File: src/rtl/ladybird_config_pkg.sv
// Shared configuration for the ladybird SoC: UART loader opcodes, response
// bytes and the bus-master state encoding.
package ladybird_config;

    localparam logic [7:0] CMD_WRITE = 8'h57;
    localparam logic [7:0] CMD_READ  = 8'h52;
    localparam logic [7:0] CMD_PING  = 8'h50;
    localparam logic [7:0] RSP_ACK   = 8'h06;
    localparam logic [7:0] RSP_NAK   = 8'h15;

    typedef enum logic [2:0] {
        S_IDLE,
        S_ADDR,
        S_DATA,
        S_BUS_REQ,
        S_BUS_WAIT,
        S_RESP
    } uart_bm_state_t;

    // Opcodes that carry an address field and end in a bus transaction.
    function automatic logic is_bus_cmd(input logic [7:0] b);
        return (b == CMD_WRITE) || (b == CMD_READ);
    endfunction

endpackage

File: src/rtl/ladybird_uart_tx_shifter.sv
// Up-to-4-byte response queue, LSB first. The head byte is held on tx_data
// until the transmitter takes it, so the output never changes mid-handshake.
module ladybird_uart_tx_shifter (
    input  logic        clk_i,
    input  logic        anrst_i,
    input  logic        load,
    input  logic [2:0]  load_cnt,
    input  logic [31:0] load_data,
    input  logic        tx_ready,
    output logic        tx_valid,
    output logic [7:0]  tx_data,
    output logic        done
);

    logic [31:0] sh_q;
    logic [2:0]  cnt_q;

    assign tx_valid = (cnt_q != 3'd0);
    assign tx_data  = sh_q[7:0];
    assign done     = tx_valid && tx_ready && (cnt_q == 3'd1);

    // Load a fresh response, or pop the head byte on each accepted handshake.
    always_ff @(posedge clk_i or negedge anrst_i) begin
        if (!anrst_i) begin
            sh_q  <= '0;
            cnt_q <= '0;
        end else if (load) begin
            sh_q  <= load_data;
            cnt_q <= load_cnt;
        end else if (tx_valid && tx_ready) begin
            sh_q  <= {8'h00, sh_q[31:8]};
            cnt_q <= cnt_q - 3'd1;
        end
    end

endmodule

File: src/rtl/ladybird_uart_bus_master.sv
// UART-driven debug/loader bus initiator: decodes W/R/P host commands from
// the receive byte stream, runs one bus word transaction, and answers with
// ACK/NAK or the read word over the transmit byte stream.
module ladybird_uart_bus_master
    import ladybird_config::*;
#(
    parameter int          ADDR_W      = 32,
    parameter int          DATA_W      = 32,
    parameter logic [23:0] TIMEOUT     = 24'd1_000_000,
    parameter logic [15:0] BUS_TIMEOUT = 16'd4096
) (
    input  logic              clk_i,
    input  logic              anrst_i,
    input  logic              rx_valid,
    input  logic [7:0]        rx_data,
    output logic              tx_valid,
    output logic [7:0]        tx_data,
    input  logic              tx_ready,
    output logic              bus_req,
    output logic              bus_we,
    output logic [ADDR_W-1:0] bus_addr,
    output logic [DATA_W-1:0] bus_wdata,
    input  logic              bus_gnt,
    input  logic              bus_rvalid,
    input  logic [DATA_W-1:0] bus_rdata,
    output logic              busy
);

    uart_bm_state_t state_q, state_d;

    logic        op_wr_q;
    logic [1:0]  byte_cnt_q;
    logic [31:0] addr_q;
    logic [31:0] wdata_q;
    logic [23:0] idle_cnt_q;
    logic [15:0] bus_cnt_q;

    logic        idle_to;
    logic        bus_to;
    logic        ld;
    logic [2:0]  ld_cnt;
    logic [31:0] ld_data;
    logic [7:0]  idle_rsp;
    logic        tx_done;

    // Timeouts fire on the cycle the counter would reach its limit.
    assign idle_to  = (idle_cnt_q == TIMEOUT - 24'd1) && !rx_valid;
    assign bus_to   = (bus_cnt_q == BUS_TIMEOUT - 16'd1);
    assign idle_rsp = (rx_data == CMD_PING) ? RSP_ACK : RSP_NAK;

    assign bus_req   = (state_q == S_BUS_REQ);
    assign bus_we    = (state_q == S_BUS_REQ) && op_wr_q;
    assign bus_addr  = addr_q[ADDR_W-1:0];
    assign bus_wdata = wdata_q[DATA_W-1:0];
    assign busy      = (state_q != S_IDLE);

    // State register.
    always_ff @(posedge clk_i or negedge anrst_i) begin
        if (!anrst_i) state_q <= S_IDLE;
        else          state_q <= state_d;
    end

    // Next state and response-queue load.
    always_comb begin
        state_d = state_q;
        ld      = 1'b0;
        ld_cnt  = 3'd0;
        ld_data = '0;
        case (state_q)
            S_IDLE: begin
                if (rx_valid) begin
                    if (is_bus_cmd(rx_data)) begin
                        state_d = S_ADDR;
                    end else begin
                        ld      = 1'b1;
                        ld_cnt  = 3'd1;
                        ld_data = {24'd0, idle_rsp};
                        state_d = S_RESP;
                    end
                end
            end
            S_ADDR: begin
                if (rx_valid) begin
                    if (byte_cnt_q == 2'd3) state_d = op_wr_q ? S_DATA : S_BUS_REQ;
                end else if (idle_to) begin
                    state_d = S_IDLE;
                end
            end
            S_DATA: begin
                if (rx_valid) begin
                    if (byte_cnt_q == 2'd3) state_d = S_BUS_REQ;
                end else if (idle_to) begin
                    state_d = S_IDLE;
                end
            end
            S_BUS_REQ: begin
                if (bus_gnt) begin
                    if (op_wr_q) begin
                        ld      = 1'b1;
                        ld_cnt  = 3'd1;
                        ld_data = {24'd0, RSP_ACK};
                        state_d = S_RESP;
                    end else if (bus_rvalid) begin
                        // Zero-wait-state slave: data arrives with the grant.
                        ld      = 1'b1;
                        ld_cnt  = 3'd4;
                        ld_data = bus_rdata;
                        state_d = S_RESP;
                    end else begin
                        state_d = S_BUS_WAIT;
                    end
                end else if (bus_to) begin
                    ld      = 1'b1;
                    ld_cnt  = 3'd1;
                    ld_data = {24'd0, RSP_NAK};
                    state_d = S_RESP;
                end
            end
            S_BUS_WAIT: begin
                if (bus_rvalid) begin
                    ld      = 1'b1;
                    ld_cnt  = 3'd4;
                    ld_data = bus_rdata;
                    state_d = S_RESP;
                end else if (bus_to) begin
                    ld      = 1'b1;
                    ld_cnt  = 3'd1;
                    ld_data = {24'd0, RSP_NAK};
                    state_d = S_RESP;
                end
            end
            S_RESP: begin
                if (tx_done) state_d = S_IDLE;
            end
            default: state_d = S_IDLE;
        endcase
    end

    // Command field capture plus the inter-byte and bus wait counters.
    always_ff @(posedge clk_i or negedge anrst_i) begin
        if (!anrst_i) begin
            op_wr_q    <= 1'b0;
            byte_cnt_q <= '0;
            addr_q     <= '0;
            wdata_q    <= '0;
            idle_cnt_q <= '0;
            bus_cnt_q  <= '0;
        end else begin
            case (state_q)
                S_IDLE: begin
                    bus_cnt_q <= '0;
                    if (rx_valid && is_bus_cmd(rx_data)) begin
                        op_wr_q    <= (rx_data == CMD_WRITE);
                        byte_cnt_q <= '0;
                        addr_q     <= '0;
                        wdata_q    <= '0;
                        idle_cnt_q <= '0;
                    end
                end
                S_ADDR, S_DATA: begin
                    if (rx_valid) begin
                        // Word addressing: the two low address bits never leave the block.
                        if (state_q == S_ADDR)
                            addr_q[{byte_cnt_q, 3'b000} +: 8] <=
                                rx_data & ((byte_cnt_q == 2'd0) ? 8'hFC : 8'hFF);
                        else
                            wdata_q[{byte_cnt_q, 3'b000} +: 8] <= rx_data;
                        byte_cnt_q <= byte_cnt_q + 2'd1;
                        idle_cnt_q <= '0;
                    end else if (idle_to) begin
                        addr_q  <= '0;
                        wdata_q <= '0;
                    end else begin
                        idle_cnt_q <= idle_cnt_q + 24'd1;
                    end
                end
                S_BUS_REQ:  bus_cnt_q <= bus_gnt ? 16'd0 : bus_cnt_q + 16'd1;
                S_BUS_WAIT: bus_cnt_q <= bus_cnt_q + 16'd1;
                default:    bus_cnt_q <= '0;
            endcase
        end
    end

    ladybird_uart_tx_shifter u_tx (
        .clk_i     (clk_i),
        .anrst_i   (anrst_i),
        .load      (ld),
        .load_cnt  (ld_cnt),
        .load_data (ld_data),
        .tx_ready  (tx_ready),
        .tx_valid  (tx_valid),
        .tx_data   (tx_data),
        .done      (tx_done)
    );

endmodule

File: config.mk
export PLATFORM = sky130hd
export DESIGN_NAME = ladybird_uart_bus_master
export DESIGN_NICKNAME = d
export VERILOG_FILES = /design/src/rtl/ladybird_config_pkg.sv /design/src/rtl/ladybird_uart_tx_shifter.sv /design/src/rtl/ladybird_uart_bus_master.sv
export SDC_FILE = /design/constraint.sdc
export NUM_CORES = 1
export LEC_CHECK = 0
export ABC_AREA = 1
export ABC_CLOCK_PERIOD_IN_PS = 3900
export CORE_ASPECT_RATIO = 0.8
export CORE_MARGIN = 10
export CORE_UTILIZATION = 30
export DETAILED_ROUTE_END_ITERATION = 10
export PLACE_DENSITY = 0.46
export SLEW_MARGIN = 20
export SYNTH_ARGS = -nofsm -noshare
export SYNTH_HDL_FRONTEND = slang
export SYNTH_SLANG_ARGS = --single-unit
File: constraint.sdc
create_clock -name clk_i -period 3.9 [get_ports clk_i]
set_clock_uncertainty 0.1 [all_clocks]
set_input_delay 0.585 -clock clk_i [delete_from_list [all_inputs] [get_ports clk_i]]
set_output_delay 0.585 -clock clk_i [all_outputs]
set_load 0.01 [all_outputs]
Word-level counts from Yosys, hierarchy flattened
Index checks and enable logic that the tools add are counted.
{"block": "word_totals", "ff_bits": 145, "in_bits": 46, "out_inout_bits": 76, "word_cells": 124}
{"block": "classes", "addsub": 5, "eq_ne": 22, "shifts": 3, "mux": 64, "bitwise": 1, "n_reduce_logical": 20}
{"operator": "$mux 32", "n": 12}
{"operator": "$pmux 32 s2", "n": 2}
{"operator": "$pmux 32 s3", "n": 1}
{"operator": "$mux 24", "n": 3}
{"operator": "$bwmux 32", "n": 2}
{"operator": "$shiftx 8x7->32", "n": 2}
{"operator": "$mux 3", "n": 17}
{"operator": "$pmux 16 s3", "n": 1}
{"operator": "$pmux 24 s2", "n": 1}
{"operator": "$shift 8x7->32 const A", "n": 1}
{"operator": "$add 24x1->24 const B", "n": 1}
{"operator": "$eq 24x20->1 const B", "n": 1}
{"operator": "$eq 8x7->1 const B", "n": 3}
{"operator": "$mux 5", "n": 4}
{"operator": "$ne 3x3->1 const B", "n": 6}
{"operator": "$pmux 3 s6", "n": 1}
{"operator": "$add 16x1->16 const B", "n": 1}
{"operator": "$eq 16x12->1 const B", "n": 1}
{"operator": "$mux 16", "n": 1}
{"operator": "$mux 1", "n": 13}
{"operator": "$reduce_and 4->1", "n": 3}
{"operator": "$pmux 3 s3", "n": 1}
{"operator": "$and 8x8->8", "n": 1}
{"operator": "$ne 2x2->1 const B", "n": 4}
{"operator": "other kinds (20)", "n": 32}

Logic depth before layout (Yosys ltp)
Gate-level depths: netlist of the first run.
{"block": "depth", "depth_word": 8, "ltp_mapped": 13, "mapped_depth_nobuf": 13}

Hierarchy
Synthesis of the first run repeated with hierarchy kept, for this count alone.
{"block": "unflattened", "hier_cells": 1152, "hier_area_um2": 8454.4}
{"mod": "ladybird_uart_bus_master", "n_inst": 1, "cells_per_inst": 917, "area_per_inst_um2": 6656.4, "seq_area_each_um2": 2752.6}
{"mod": "ladybird_uart_tx_shifter", "n_inst": 1, "cells_per_inst": 235, "area_per_inst_um2": 1798.0, "seq_area_each_um2": 875.8}

Worst setup path before layout of the first run
Ideal clock, no wire load.
{"block": "synth_path", "path_type": "input -> register", "start": "input port rx_data[7]", "end": "register idle_cnt_q[8]", "setup_ps": 136, "arrival_ps": 1707, "t_required_ps": 3664, "slack_ps": 1957, "stages": 12, "n_path_buf": 2, "cell_sequence": "inv_2 -> nand2_1 -> nor2_2 -> nand2_1 -> nand2_1 -> nand2_1 -> nand2_2 -> buf_6 -> nand2_2 -> buf_6 -> nand2_1 -> o21ai_0"}
{"block": "synth_via", "elab_chain_len": 5, "word_cells_on_any_way": 6, "cone_classes": "3 x eq/ne; 3 x reduce/logical"}
{"item": "start, declared", "line_no": "ladybird_uart_bus_master.sv:15", "text": "input logic [7:0] rx_data,"}
{"item": "$eq 8x7->1", "line_no": "ladybird_config_pkg.sv:22", "text": "return (b == CMD_WRITE) || (b == CMD_READ);"}
{"item": "$logic_or 1x1->1 *", "line_no": "ladybird_config_pkg.sv:22"}
{"item": "$logic_and 1x1->1 *", "line_no": "ladybird_uart_bus_master.sv:152", "text": "if (rx_valid && is_bus_cmd(rx_data)) begin"}
{"item": "$ne 2x2->1 (no line) *"}
{"item": "$reduce_and 3->1 (no line) *"}
{"item": "end signal, assigned", "line_no": "ladybird_uart_bus_master.sv:174", "text": "idle_cnt_q <= idle_cnt_q + 24'd1;"}
{"item": "end, declared", "line_no": "ladybird_uart_bus_master.sv:35", "text": "logic [23:0] idle_cnt_q;"}
Mark *: on every way between the ends. The rest lies on a longest branch, timed or not.
A chain may end at the register's enable or synchronous reset.

Worst setup path after layout of the first run
{"block": "layout_path", "start": "register state_q[1]", "end": "register wdata_q[12] (netlist: bus_wdata[12])"}
{"block": "layout_via", "elab_chain_len": 4, "word_cells_on_any_way": 10, "cone_classes": "5 x eq/ne; 1 x mux; 4 x reduce/logical"}
{"item": "start, declared", "line_no": "ladybird_uart_bus_master.sv:29", "text": "uart_bm_state_t state_q, state_d;"}
{"item": "start signal, assigned", "line_no": "ladybird_uart_bus_master.sv:60", "text": "else state_q <= state_d;"}
{"item": "$eq 3x1->1 or $eq 3x2->1 (tied branches)", "line_no": "ladybird_uart_bus_master.sv:149, ladybird_uart_bus_master.sv:163"}
{"item": "$reduce_or 2->1", "line_no": "ladybird_uart_bus_master.sv:149", "text": "case (state_q)"}
{"item": "$ne 3x3->1 (no line) or $reduce_bool 2->1 (tied branches)"}
{"item": "$reduce_and 4->1 (no line)"}
{"item": "end signal, assigned by index", "line_no": "ladybird_uart_bus_master.sv:167", "text": "wdata_q[{byte_cnt_q, 3'b000} +: 8] <= rx_data;"}
{"item": "end, declared", "line_no": "ladybird_uart_bus_master.sv:34", "text": "logic [31:0] wdata_q;"}
Several ways; a longest one is shown, not always the timed one.

==> out/results.txt, run 1 <==
Clk buf depth: 2
Count of routing violations after the opening detailed-route iteration: 541
Detail Route Antenna Nets: 0
Worst ir drop on vdd: 0.380 mV
Register area share after synthesis: 0.455
GRT Overall Usage: 0.150
Fin nets: 1245
TritonCTS clock tree: yes
PwrDens: 557 nW/um2
Cell family with most CP delay: simple AND/OR/NAND/NOR gates
Final Non-Filler Cells: 1559
WL per Instance: 16.1 um
Core area: 26200 um2
FF+latch area: 3630 um2
# IOs: 122
Dominant synthesized flop cell: dfrtp_1
Area occupied by multi-input gates: 3770 um2
Slowest cell on the critical path: dfrtp_1
Slew HR: 0.399
Layout area overhead: 26.1%
Vias in the first global route: 7098
Starting Density: 0.304
Worst slew pin tran: 901 ps
Gr ovfl total: 0
Mean Syn Cell Area: 7.39 um2
Later-pin clock latency in the skew report: 420 ps
Die width: 202 um
Diodes inserted: 0
CP Launch Type: flip-flop
Drt via density: 4.67
Row cnt: 53
Most numerous cell on the critical path: nand2_1
H-tree Lvls: 4
Final setup violation count: 0
Drt drc: 0
Post-Syn Instances: 1079
Asr flop ratio synth: 1.00
Final HPWL DP: 18.4 mm
DR pass1 iterations: 4
Leak pwr: 4.83 nW
RSZ-0062 raised after global routing: no
First-pass GRT wire length: 40.7 mm
CTS Sinks: 145
Full die area: 33500 um2
Crit share post-route: 0.763
Hold Violations, Final: 0
Synthesized cell area: 7970 um2
Worst EP required: 4110 ps
Initial antenna violation count: 0
Total number of yosys warnings: 0
Crit. End Element: flip-flop
Critical path type: reg -> reg
Register bit count reported by yosys: 145
Slew Limit Fails: 0
Buf/Inv on CP: 2
Setup TNS: 0 ps
Pin count of the biggest net entering global routing: 95
Share of layout cells above drive strength 1: 0.0749
Run status: finished, final reports clean
Critical path's largest stage delay: 520 ps
Placer Congestion: 0.851
Hold Slack: 142 ps
Root Driver: clkbuf_16
Post-Synthesis Net Count: 1134
Post-synth EDFFs: 0
Total of max-cap violations: 0
Fill cells: 2763
WL final: 25.1 mm
WP data arrival: 3180 ps
Cts hold-fix bufs: 0
Synth unique cells: 43
Port Buf Inserts: 121
Max Clk Rate: 0.336 GHz
CP Max Fanout: 21
Clock buffer count from CTS: 17
Post_cts resized: 0
Hold crit path type: in -> async
Cell chain of the critical path: inv_1 > nand3_1 > nand2_2 > nand2_1 > inv_2 > nand2_1 > nand4_2 > nand2_1 > nand2_1
Die H: 166 um
Placed insts: 1528
# Post-CTS Setup Buffers: 0
Crit path time final: 2980 ps
Clock slew at reported path FFs: 70 ps
DR vias: 7286
==> routing by layer <==
metal / wire length, um / track usage / up-vias
met5: 0 / 0 / -
met4: 256 / 0.0359 / 0
met3: 1060 / 0.0378 / 11
met2: 10900 / 0.218 / 109
met1: 12900 / 0.216 / 3455
li1: - / - / 3711
==> stage by stage <==
stage | util | setup WS (ps) | area [um2] | power [W]
2_1_floorplan | - | 1960 | 7970 | 0.00342
3_3_place_gp | 0.362 | 707 | 9490 | 0.00406
3_5_place_dp | 0.362 | 634 | 9490 | 0.00405
4_1_cts | 0.384 | 900 | 10100 | 0.00568
5_1_grt | 0.384 | 553 | 10100 | 0.00602
6_report | 0.384 | 925 | 10100 | 0.00560
==> sequential cells by signal, summed over array words and instances (netlist names) <==
name and count:
bus_cnt_q 16, state_q 3, idle_cnt_q 24, bus_addr 32, u_tx.cnt_q 3, op_wr_q 1, byte_cnt_q 2, bus_wdata 32
u_tx.sh_q 32
==> cells in the mapped netlist, types with 2 or more instances <==
library cell	n	area [um2]
nand2_1	423	1590
dfrtp_1	145	3630
nand3_1	103	515
nor2_1	88	330
inv_1	75	282
nand4_1	48	300
o21ai_0	27	135
nor3_1	21	105
buf_4	14	105
clkbuf_1	13	48.8
buf_2	12	60.1
a21oi_1	11	55.1
inv_2	11	41.3
ha_1	9	113
xor2_1	9	78.8
nand2_2	6	37.5
nand4_2	6	75.1
nor2_2	5	31.3
o21ai_1	5	25.0
o31ai_1	4	30.0
or2_2	4	25.0
xnor2_1	4	35.0
a31oi_1	3	18.8
buf_6	3	33.8
nor2_4	3	33.8
nor3b_1	3	22.5
o211ai_1	3	22.5
and3_1	2	12.5
nand2_4	2	22.5
nand3_2	2	20.0
nand4_4	2	42.5
o21bai_1	2	15.0
==> path summary, 6_finish.rpt <==
check,startpoint,to,slack [ps],cells past startpoint
worst min register to register,u_tx.sh_q[24]$_DFFE_PN0P_,u_tx.sh_q[24]$_DFFE_PN0P_,370,2
worst min-delay path,anrst_i,idle_cnt_q[16]$_DFFE_PN0P_,140,1
worst max register to register,state_q[1]$_DFFE_PN0P_,bus_wdata[12]$_DFFE_PN0P_,920,9
min in group clk_i,u_tx.sh_q[24]$_DFFE_PN0P_,u_tx.sh_q[24]$_DFFE_PN0P_,370,2
worst max-delay path,state_q[1]$_DFFE_PN0P_,bus_wdata[12]$_DFFE_PN0P_,920,9
max in group asynchronous,anrst_i,bus_wdata[17]$_DFFE_PN0P_,2730,2
==> area by class of cell <==
type	instances	area share
inverter	87	0.0327
clock buffer	17	0.0423
tap	357	0.0444
timing repair buffer	135	0.131
clock inverter	14	0.0142
multi-input combinational	804	0.375
sequential	145	0.361
==> cell families after synthesis <==
| family | Yosys count | synth area share |
|---|---|---|
| adders and majority gates | 9 | 0.0141 |
| AOI/OAI and AO/OA | 60 | 0.0432 |
| DFF | 145 | 0.455 |
| xor gates and xnor gates | 13 | 0.0143 |
| buffers and inverters | 130 | 0.0728 |
| and+or+nand+nor | 722 | 0.401 |
==> cells in the final DEF, fill, tap and decap left out, types with 3 or more instances in the layout <==
| cell type | instances |
|---|---|
| nand4_1 | 48 |
| or2_2 | 4 |
| inv_6 | 4 |
| clkbuf_16 | 17 |
| inv_1 | 75 |
| nor3_1 | 21 |
| o211ai_1 | 3 |
| ha_1 | 9 |
| nand2_2 | 6 |
| buf_4 | 14 |
| nor2_4 | 3 |
| xor2_1 | 9 |
| o21ai_0 | 27 |
| clkinvlp_4 | 4 |
| a31oi_1 | 3 |
| o21ai_1 | 5 |
| a21oi_1 | 11 |
| nor2_2 | 5 |
| o31ai_1 | 4 |
| nor2_1 | 88 |
| nand4_2 | 6 |
| dfrtp_1 | 145 |
| nand3_1 | 103 |
| nor3b_1 | 3 |
| inv_2 | 11 |
| nand2_1 | 423 |
| clkdlybuf4s50_1 | 120 |
| inv_8 | 4 |
| xnor2_1 | 4 |
==> power by group <==
group / switching, W / internal (W)
Combinational: 0.00143 / 0.000648
Clock: 0.000755 / 0.000846
Sequential: 0.000188 / 0.00173
Note: power is estimated with default switching activity, not from simulation.
==> run 2: changes to the inputs <==
ABC_CLOCK_PERIOD_IN_PS = 2700   (was 3900)
PLACE_DENSITY = 0.48   (was 0.46)
clock period = 2.7 ns   (was 3.9 ns; I/O delays follow)
==> out/results.txt, run 2 (same netlist as run 1, synthesis figures left out) <==
Setup TNS: 0 ps (unchanged)
Root Driver: clkbuf_16
DR vias: 7372 (+1.2%)
Vias in the first global route: 7199 (+1.4%)
Worst slew pin tran: 630 ps (-271 ps)
Layout area overhead: 28.7%
Fin nets: 1264 (+1.5%)
Run status: finished, final reports clean
Later-pin clock latency in the skew report: 440 ps (+20 ps)
FF-to-FF path depth: 10 (+1)
HP Start: u_tx.sh_q[28]$_DFFE_PN0P_
GRT Overall Usage: 0.154 (+0.00391)
Drt via density: 4.67 (about the same)
GR Util met3: 0.0445 (+0.00663)
Die H: 166 um (unchanged)
WL final: 25.6 mm (+1.6%)
Initial antenna violation count: 0 (unchanged)
First-pass GRT wire length: 41.3 mm (+1.4%)
WL per Instance: 16.2 um (+0.47%)
Worst hold endpoint: u_tx.sh_q[28]$_DFFE_PN0P_
WP data arrival: 1960 ps (-1220 ps)
TritonCTS clock tree: yes
Crit. End Element: output pin
RR Startpoint: idle_cnt_q[0]$_DFFE_PN0P_
Crit share post-route: 0.913
Final setup violation count: 0 (unchanged)
DR pass1 iterations: 4 (unchanged)
Fill cells: 2715 (-1.7%)
Most frequent cells in the layout: 423 x nand2_1, 145 x dfrtp_1, 120 x clkdlybuf4s50_1
Count of routing violations after the opening detailed-route iteration: 515 (-4.8%)
Leak pwr: 4.93 nW (+2.2%)
CP Launch Type: flip-flop
Slew HR: 0.580 (+0.181)
Reg2reg end: bus_wdata[6]$_DFFE_PN0P_
Gr ovfl total: 0 (unchanged)
Hold Violations, Final: 0 (unchanged)
Clk buf depth: 2 (unchanged)
Worst EP required: 2190 ps (-1920 ps)
H-tree Lvls: 4 (unchanged)
CP Max Fanout: 8 (-62%)
Full die area: 33500 um2 (unchanged)
Final HPWL DP: 18.9 mm (+2.6%)
Row cnt: 53 (unchanged)
Die width: 202 um (unchanged)
Core area: 26200 um2 (unchanged)
Placer Congestion: 0.889 (+4.5%)
CTS Sinks: 145 (unchanged)
Pin count of the biggest net entering global routing: 61 (-36%)
Worst ir drop on vdd: 0.530 mV (+40%)
Hold Path Depth: 2
Slew Limit Fails: 0 (unchanged)
PwrDens: 814 nW/um2 (+46%)
Clock buffer count from CTS: 17 (unchanged)
Total of max-cap violations: 0 (unchanged)
Hold crit path type: reg -> reg
Critical path type: reg -> out
Share of layout cells above drive strength 1: 0.0877 (+0.0128)
Global routing usage on met2: 0.221 (+0.00290)
Post_cts resized: 0 (unchanged)
Crit path time final: 2460 ps
# IOs: 122 (unchanged)
Met1 Use GR: 0.219 (+0.00307)
Top Usage Layer GRT: met2
RSZ-0062 raised after global routing: no
Diodes inserted: 0 (unchanged)
Max Clk Rate: 0.406 GHz
Detail Route Antenna Nets: 0 (unchanged)
Drt drc: 0 (unchanged)
Most common cell after layout, fill and taps aside: nand2_1
Final core utilization: 0.392 (+0.00769)
Reg-to-reg slack, setup: 340 ps (-580 ps)
Starting Density: 0.304 (unchanged)
Port Buf Inserts: 121 (unchanged)
Clock slew at reported path FFs: 60 ps (about the same)
run 2: how the worst max path moves through the flow:
stage / startpoint / slack, ps / end
finish: state_q[1]$_DFFE_PN0P_ / 240 / bus_we
global route: idle_cnt_q[0]$_DFFE_PN0P_ / 110 / bus_wdata[17]$_DFFE_PN0P_
CTS: state_q[1]$_DFFE_PN0P_ / 190 / bus_we
detailed placement: rx_data[4] / 140 / bus_wdata[25]$_DFFE_PN0P_
global placement: rx_data[4] / 220 / bus_addr[17]$_DFFE_PN0P_
floorplan: bus_cnt_q[0]$_DFFE_PN0P_ / 860 / u_tx.sh_q[18]$_DFFE_PN0P_
run 2: area by class of cell:
cell class	instances	area, um2	share of cell area
multi-input cells	804	3770	0.367
flip-flops and latches	145	3630	0.354
repair buffers	154	1540	0.150
well taps	357	447	0.0435
clock buffers	18	439	0.0428
inverters	87	329	0.0321
clock inverters	12	110	0.0107
run 2: stage by stage:
step / hold WS (ps) / instances / worst slack, ps / instance area (um2) / power, W
after floorplan: 9.41 / 1079 / 864 / 7970 / 0.00494
after global placement: 356 / 1546 / 215 / 9700 / 0.00613
after detailed placement: 355 / 1546 / 136 / 9700 / 0.00614
after CTS: 375 / 1577 / 189 / 10300 / 0.00846
after global routing: 397 / 1577 / 114 / 10300 / 0.00895
final: 372 / 1577 / 235 / 10300 / 0.00835
run 2: per-layer routing:
layer,vias to the layer above,share of wire
li1,3744,-
met5,-,0
met2,150,0.43
met3,15,0.055
met1,3463,0.50
met4,0,0.013
run 2: timing repair:
action	CTS	global route
setup endpoints to repair	0	0
endpoints found under the hold margin	58	0
setup buffers	0	0
hold buffers	1	0
run 2: power breakdown:
group          switching [W]  internal (W)
logic                0.00215       0.00115
clock network       0.000998       0.00128
registers           0.000262       0.00251
total                0.00341       0.00494
run 2: worst max-delay path, stage by stage (launching register included):
cell	delay, ps
dfrtp_1	540
nand3_2	210
nor2_1	210
clkdlybuf4s50_1	580
==> run 3: changes to the inputs <==
CTS_CLUSTER_DIAMETER = 100   (was not set)
==> results of run 3 <==
The final DEF is identical to that of run 2; final timing and power are the same.
